--- config.mk ---
export PLATFORM = sky130hd
export DESIGN_NAME = mem_port_arbiter
export DESIGN_NICKNAME = d
export VERILOG_FILES = /design/src/rtl/mem_arb_pkg.sv /design/src/rtl/mem_arb_pick.sv /design/src/rtl/mem_port_arbiter.sv
export SDC_FILE = /design/constraint.sdc
export NUM_CORES = 1
export LEC_CHECK = 0
export ABC_AREA = 1
export BUFFER_PORTS_ARGS = -buffer_cell sky130_fd_sc_hd__clkbuf_2
export CORE_AREA = 2 2 107 109
export CTS_CLUSTER_SIZE = 20
export DETAILED_ROUTE_END_ITERATION = 8
export DIE_AREA = 0 0 109 111
export MAX_ROUTING_LAYER = met4
export PLACE_DENSITY = 0.57
export SLEW_MARGIN = 25
export SYNTH_ARGS = -nofsm -noshare
export SYNTH_HDL_FRONTEND = slang
export SYNTH_SLANG_ARGS = --single-unit
--- constraint.sdc ---
create_clock -name clk -period 1.2 [get_ports clk]
set_input_delay 0.24 -clock clk [delete_from_list [all_inputs] [get_ports clk]]
set_output_delay 0.24 -clock clk [all_outputs]
set_load 0.02 [all_outputs]
--- src/rtl/mem_arb_pkg.sv ---
// Shared types and constants for the I/D memory port arbiter.
package mem_arb_pkg;

  localparam int unsigned DATA_W_DEF = 32;
  localparam int unsigned WMASK_W    = DATA_W_DEF / 8;

  typedef enum logic {OWN_I, OWN_D} owner_e;

  typedef enum logic {ST_IDLE, ST_RESP} arb_state_e;

endpackage

--- src/rtl/mem_arb_pick.sv ---
// Two-way request picker. Fixed D-over-I priority, or alternating on conflict when
// MEM_ARB_RR_EN is defined (then last_gnt is present).
module mem_arb_pick
  import mem_arb_pkg::*;
(
  input  logic   req_i,
  input  logic   req_d,
`ifdef MEM_ARB_RR_EN
  input  owner_e last_gnt,
`endif
  output logic   gnt_i,
  output logic   gnt_d
);

`ifdef MEM_ARB_RR_EN
  // On conflict the port that did not win last time goes first.
  assign gnt_d = req_d & (~req_i | (last_gnt == OWN_I));
`else
  assign gnt_d = req_d;
`endif
  assign gnt_i = req_i & ~gnt_d;

endmodule

--- src/rtl/mem_port_arbiter.sv ---
// Shares one single-port BRAM between instruction fetch (I) and load/store (D).
// Optional round-robin arbitration enabled by defining MEM_ARB_RR_EN.
module mem_port_arbiter
  import mem_arb_pkg::*;
#(
  parameter int unsigned ADDR_W    = 32,
  parameter int unsigned DATA_W    = DATA_W_DEF,
  parameter int unsigned MEM_WORDS = 150001
) (
  input  logic                clk,
  input  logic                resetn,
  input  logic                i_req,
  input  logic [ADDR_W-1:0]   i_addr,
  output logic                i_gnt,
  output logic                i_rvalid,
  output logic [DATA_W-1:0]   i_rdata,
  input  logic                d_req,
  input  logic [ADDR_W-1:0]   d_addr,
  input  logic [DATA_W/8-1:0] d_wmask,
  input  logic [DATA_W-1:0]   d_wdata,
  output logic                d_gnt,
  output logic                d_rvalid,
  output logic [DATA_W-1:0]   d_rdata,
  output logic                d_err,
  output logic [ADDR_W-1:0]   mem_addr,
  output logic                mem_ren,
  output logic [DATA_W-1:0]   mem_wdata,
  output logic [DATA_W/8-1:0] mem_wmask,
  input  logic [DATA_W-1:0]   mem_rdata
);

  localparam logic [ADDR_W-1:0] MemWordsA = ADDR_W'(MEM_WORDS);

  logic       w_pick_i, w_pick_d;
  logic       w_i_oor, w_d_oor, w_d_store;
  arb_state_e r_state, w_state_nxt;
  owner_e     r_own, w_own_nxt;
  logic       r_oor, w_oor_nxt;

  assign w_i_oor   = (i_addr >> 2) >= MemWordsA;
  assign w_d_oor   = (d_addr >> 2) >= MemWordsA;
  assign w_d_store = |d_wmask;

`ifdef MEM_ARB_RR_EN
  owner_e r_last_gnt;

  always_ff @(posedge clk or negedge resetn) begin
    if (!resetn) begin
      r_last_gnt <= OWN_I;
    end else if (d_gnt) begin
      r_last_gnt <= OWN_D;
    end else if (i_gnt) begin
      r_last_gnt <= OWN_I;
    end
  end

  mem_arb_pick u_pick (
    .req_i    (i_req),
    .req_d    (d_req),
    .last_gnt (r_last_gnt),
    .gnt_i    (w_pick_i),
    .gnt_d    (w_pick_d)
  );
`else
  mem_arb_pick u_pick (
    .req_i (i_req),
    .req_d (d_req),
    .gnt_i (w_pick_i),
    .gnt_d (w_pick_d)
  );
`endif

  // Nothing is granted while in reset so the memory cannot be written then.
  assign i_gnt = w_pick_i & resetn;
  assign d_gnt = w_pick_d & resetn;

  always_comb begin
    w_state_nxt = ST_IDLE;
    w_own_nxt   = r_own;
    w_oor_nxt   = 1'b0;
    mem_addr    = '0;
    mem_ren     = 1'b0;
    mem_wdata   = '0;
    mem_wmask   = '0;
    d_err       = 1'b0;
    if (d_gnt) begin
      mem_addr = d_addr;
      d_err    = w_d_oor;
      if (w_d_store) begin
        mem_wdata = d_wdata;
        mem_wmask = w_d_oor ? '0 : d_wmask;
      end else begin
        mem_ren     = 1'b1;
        w_state_nxt = ST_RESP;
        w_own_nxt   = OWN_D;
        w_oor_nxt   = w_d_oor;
      end
    end else if (i_gnt) begin
      mem_addr    = {i_addr[ADDR_W-1:2], 2'b00};
      mem_ren     = 1'b1;
      w_state_nxt = ST_RESP;
      w_own_nxt   = OWN_I;
      w_oor_nxt   = w_i_oor;
    end
  end

  always_ff @(posedge clk or negedge resetn) begin
    if (!resetn) begin
      r_state <= ST_IDLE;
      r_own   <= OWN_I;
      r_oor   <= 1'b0;
    end else begin
      r_state <= w_state_nxt;
      r_own   <= w_own_nxt;
      r_oor   <= w_oor_nxt;
    end
  end

  // Out-of-range reads return zero instead of whatever the memory drives.
  assign i_rvalid = (r_state == ST_RESP) && (r_own == OWN_I);
  assign d_rvalid = (r_state == ST_RESP) && (r_own == OWN_D);
  assign i_rdata  = r_oor ? '0 : mem_rdata;
  assign d_rdata  = r_oor ? '0 : mem_rdata;

`ifndef SYNTHESIS
  a_i_hold: assert property (@(posedge clk) disable iff (!resetn)
                             (i_req && !i_gnt) |=> i_req);
  a_d_hold: assert property (@(posedge clk) disable iff (!resetn)
                             (d_req && !d_gnt) |=> d_req);
  a_onehot: assert property (@(posedge clk) disable iff (!resetn) !(i_gnt && d_gnt));
`endif

endmodule

# After elaboration in Yosys (flattened, before gate mapping)
# Cells that the tools add are included.
[totals]
ff_bits = 3
out_inout_bits = 138
[op_classes]
order_cmp = 2
eq_ne = 1
n_mux = 18
bitwise_logic = 5
reduce_logical = 5
[ops]
columns = ["op", "n"]
rows = [
  ["2-to-1 mux 32 bit", 5],
  [">= comparator 30 x 18 -> 1 bit (second input constant)", 2],
  ["2-to-1 mux 4 bit", 3],
  ["2-to-1 mux 1 bit", 10],
  ["OR reduction 4 bit", 1],
  ["bitwise AND 1 bit", 3],
  ["logical AND 1 bit", 2],
  ["inequality test 2 bit (second input constant)", 1],
  ["inverter 1 bit", 2],
  ["AND reduction 2 bit", 1],
  ["nonzero test 2 bit", 1],
]

# Depth between registers and ports, before layout
[logic_depth]
ltp_word = 5
ltp_mapped = 10
depth_no_buf = 10

# By module
# Synthesis repeated with hierarchy kept, for this count alone.
[hier_totals]
cells_unflattened = 333
hier_area_um2 = 1634.1
[modules_own_cells]
columns = ["module", "n_inst", "cells_per_inst", "area_each_um2", "seq_area_each_um2"]
rows = [
  ["mem_port_arbiter", 1, 330, 1616.6, 75.1],
  ["mem_arb_pick", 1, 3, 17.5, 0.0],
]

# Least setup slack after synthesis
# Ideal clock, no wire load.
[synth_timing]
path_type = "register to output"
start = "reg r_oor"
end = "out i_rdata[10]"
arrival_ns = 1.156
required_time_ns = 0.960
path_slack_ns = -0.196
path_stages_with_launch = 4
path_cell_list = "dfrtp_1 clkbuf_1 nor2_1 buf_4"
[synth_between]
elab_chain_cells = 1
[synth_lines]
columns = ["item", "line_no", "text"]
rows = [
  ["from (decl)", "mem_port_arbiter.sv:38", "logic r_oor, w_oor_nxt;"],
  ["from (signal assigned)", "mem_port_arbiter.sv:115", "r_oor <= w_oor_nxt;"],
  ["2-to-1 mux 32 bit", "-", ""],
  ["to (decl)", "mem_port_arbiter.sv:16", "output logic [DATA_W-1:0] i_rdata,"],
]
# Every way passes these cells.

# Worst setup path after layout
[layout_timing]
start = "in d_addr[25]"
end = "out mem_wmask[1]"
[layout_between]
elab_chain_cells = 4
[layout_lines]
columns = ["item", "line_no", "text"]
rows = [
  ["from (decl)", "mem_port_arbiter.sv:18", "input logic [ADDR_W-1:0] d_addr,"],
  [">= comparator 30 x 18 -> 1 bit", "mem_port_arbiter.sv:41", "assign w_d_oor = (d_addr >> 2) >= MemWordsA;"],
  ["2-to-1 mux 4 bit", "mem_port_arbiter.sv:91", "mem_wmask = w_d_oor ? '0 : d_wmask;"],
  ["2-to-1 mux 4 bit", "mem_port_arbiter.sv:89", "if (w_d_store) begin"],
  ["2-to-1 mux 4 bit", "mem_port_arbiter.sv:86", "if (d_gnt) begin"],
  ["to (decl)", "mem_port_arbiter.sv:28", "output logic [DATA_W/8-1:0] mem_wmask,"],
]
# Every way passes these cells.

==> reports/summary.log <==
[outcome] result of the run complete, but fails checks
[outcome] failing checks negative setup slack
[worst_setup_path] start of the worst register-to-register path r_own
[logic_synthesis] average size of a mapped cell 5.19 um2
[route] Detailed Routing Iterations Pass 1 4
[global_routing] wire length of the first global-routing pass 16.2 mm
[floorplan] width of the die 109 um
[flow_run] MaxCap Viol Count 0
[global_routing] via count of the first global-routing pass 3361
[floorplan] placeable core region 11100 um2
[worst_setup_path] biggest fanout along the worst timing path 5
[cells_and_area] core occupancy in the finished layout 55.2%
[pwr] Switching Fraction 40.7%
[worst_setup_path] number of cells on the worst reg-to-reg path 2
[route] Wirelength per Cell 15.4 um
[cells_and_area] number of antenna diodes 0
[logic_synthesis] synthesized area 1720 um2
[sta] FMAX 0.657 GHz
[clocking] Max Root-Sink Buffers 2
[sta] Layout Skew 0 ns
[cells_and_area] Layout fillers 972
[place] Routability Congestion 0.858
[floorplan] number of standard-cell rows in the floorplan 39
[logic_synthesis] number of warnings issued by yosys 0
[pwr] internal portion of total power 0.00179 W
[worst_setup_path] Crit Reg-Reg Endpoint r_own
[place] cell area after placement 3510 um2
[pwr] Comb pwr share 78.6%
[logic_synthesis] fraction of the mapped netlist area in simple logic gates 44.9%
[global_routing] total routing usage reported by global routing 17.2%
[pwr] power density normalized to cell area 494 nW/um2
[worst_setup_path] WP data required 0.96 ns
[cells_and_area] Seq. cell area 76.3 um2
[pwr] Sequential Power Share 3.8%
[pwr] worst supply voltage drop on vdd 0.000216 V
[logic_synthesis] Seq/Total Area, Yosys 4.37%
[pwr] share of total power in the clock network 17.6%
[floorplan] Die ar. 12100 um2
[pwr] Leakage 3.11 nW
[logic_synthesis] proportion of synthesized area in mux cells 0%
[pwr] Design Power 0.00302 W
[worst_setup_path] CP Capture Type output port
[worst_setup_path] Critical Setup Path Class in2out
[worst_setup_path] startpoint class of the critical path primary input
[logic_synthesis] Cells after Synth 331
[cells_and_area] multi-input logic area 1920 um2
[cells_and_area] final standard cell area without fillers 6120 um2
[route] Final Routed Wirelength 11.9 mm
[clocking] clock tree from TritonCTS built
[cells_and_area] final cell count without fillers 771
[place] number of buffer cells added on primary ports 271
[min_path] class of the tightest hold or removal check in2async
[clocking] total clock buffers created by CTS 3
[clocking] clock root buffer clkbuf_16
[global_routing] initial antenna violation count 0
[logic_synthesis] count of cell types in the netlist 21
[clocking] clock transition at the registers of the reported paths 0.03 ns
[sta] post-layout worst setup margin -0.321 ns
[route] Final ANT Viol Nets 0
[logic_synthesis] xor-xnor portion of the synthesized cell area 0%
[logic_synthesis] compound-gate portion of the synthesized area 15.2%
[clocking] CTS H-tree lvls 1
[route] DRC violation count after routing 0
[place] pre-CTS setup slack -0.474 ns
[sta] Final Hold Fails 0
[global_routing] maximum number of pins on one net before global-route repair 14
[route] routed via count divided by cell count 4.24
[clocking] Clock Sinks 3
[floorplan] Starting Density 15.5%
[logic_synthesis] total of flip-flops plus latches after synthesis 3
[sta] Slew Limit Headroom 84.1%
[cells_and_area] post-synthesis to final-layout area growth 256%
[logic_synthesis] net count after synthesis 467
[clocking] source-to-sink clock delay at the later pin of the worst-skew pair 0.22 ns
[pwr] Sw Pwr 0.00123 W
[sta] min cycle time layout 1.52 ns
[floorplan] io pins 274
[floorplan] height of the die 111 um
[clocking] number of buffers inserted for hold repair after clock tree synthesis 0
[logic_synthesis] synthesized-area fraction occupied by adder cells 0%
[route] vias 3271
[place] number of placed cells counting well taps 733
[sta] setup repair after global routing missed its margin true
[sta] transition time at the pin with the least slew margin 0.235 ns
[worst_setup_path] data arrival time of the critical path 1.28 ns
[cells_and_area] fraction of final layout cells with drive strength greater than 1 77.9%
[route] number of violations reported at the end of detailed-routing iteration 0 69
[sta] Final Max Tran Viols 0
[worst_setup_path] reg-to-reg setup timing slack 0.56 ns
[logic_synthesis] combinational family with the most area after synthesis simple AND/OR/NAND/NOR gates
[sta] final count of negative-setup-slack endpoints 130
[cells_and_area] Final #Nets 765
[sta] share of the clock period used by the worst path 127%
[global_routing] remaining global-route overflow 0
[place] estimated wirelength of the detail-placed design 7.21 mm
layout by cell type, fill, tap and decap left out, types with 16 or more instances in the layout:
master / count
inv_1: 55
buf_4: 37
nor2_1: 17
nand2_1: 39
nor2_4: 75
nand2_4: 26
clkbuf_8: 33
a22o_1: 17
clkbuf_2: 125
buf_8: 82
buf_12: 16
buf_6: 36
stage by stage:
step / setup TNS (ns) / hold WS (ns)
6_report: -22.84 / 0.0389
3_5_place_dp: -14.86 / 0.236
3_3_place_gp: -13.65 / 0.224
4_1_cts: -25.53 / 0.0417
5_1_grt: -27.35 / 0.0507
2_1_floorplan: -0.696 / -0.0556
state kept, by name (all words and copies together) (netlist names):
signal / cells
r_own: 1
r_oor: 1
r_state: 1
power groups by stage:
stage	registers [W]	logic (W)	clock network, W
after global placement	0.000116	0.00140	0
after floorplan	0.000113	0.000906	0
final	0.000115	0.00237	0.000531
after detailed placement	0.000116	0.00140	0
after global routing	0.000116	0.00250	0.000551
after CTS	0.000118	0.00207	0.000543
cell usage after synthesis:
cell / n / area share [%]
nor2_1: 99 / 22
inv_1: 60 / 13
nand2_1: 50 / 11
buf_4: 34 / 15
nand2_2: 30 / 11
a22o_1: 17 / 8.7
o22ai_1: 8 / 2.9
buf_2: 5 / 1.5
clkbuf_1: 4 / 0.87
a21oi_1: 3 / 0.87
buf_12: 3 / 3.5
dfrtp_1: 3 / 4.4
a32o_1: 2 / 1.2
buf_6: 2 / 1.3
inv_2: 2 / 0.44
nand4_1: 2 / 0.73
o21ai_0: 2 / 0.58
o21ai_1: 2 / 0.58
nand3_1: 1 / 0.29
nor2_2: 1 / 0.36
o21a_1: 1 / 0.44
critical path: stages:
cell	delay [ns]
buf_8	0.10
nor2_4	0.09
nand4_1	0.15
buf_4	0.18
nor2_4	0.12
nand2_4	0.13
nor2_4	0.14
buf_6	0.12
layout make-up:
cell class              instances  share of cell area [%]
repair buffers                340                    58.6
multi-input cells             218                    31.4
inverters                      62                    4.30
well taps                     143                    2.93
clock buffers                   4                    1.29
flip-flops and latches          3                    1.25
repair inverters                1                   0.184
cells by family after synthesis:
family	count (synthesis)
simple gates	183
flops	3
buf+inv	110
compound gates	35
what timing repair did:
action	4_1_cts	5_1_grt
cloned	12	2
resized for setup	334	238
endpoints found under the setup margin	135	138
buffers inserted	17	11
pin swaps	19	48
how the worst max path moves through the flow:
stage               startpoint            to  slack [ns]  cells past startpoint
floorplan           d_addr[22]         d_err       -0.05                      7
global placement    d_addr[22]  mem_wmask[1]       -0.46                      9
detailed placement  d_addr[22]  mem_wmask[2]       -0.47                      9
CTS                 d_addr[20]  mem_wmask[2]       -0.34                      9
global route        d_addr[25]  mem_wmask[1]       -0.40                      8
finish              d_addr[25]  mem_wmask[1]       -0.32                      8
per-layer routing:
metal	track usage, %	up-vias	part of all wire, %
met1	17.1	1515	32
met5	-	-	0
met3	2.35	22	7.3
li1	-	1557	-
met2	33.1	177	58
met4	6.24	0	2.5
(Power assumes the default switching activity.)
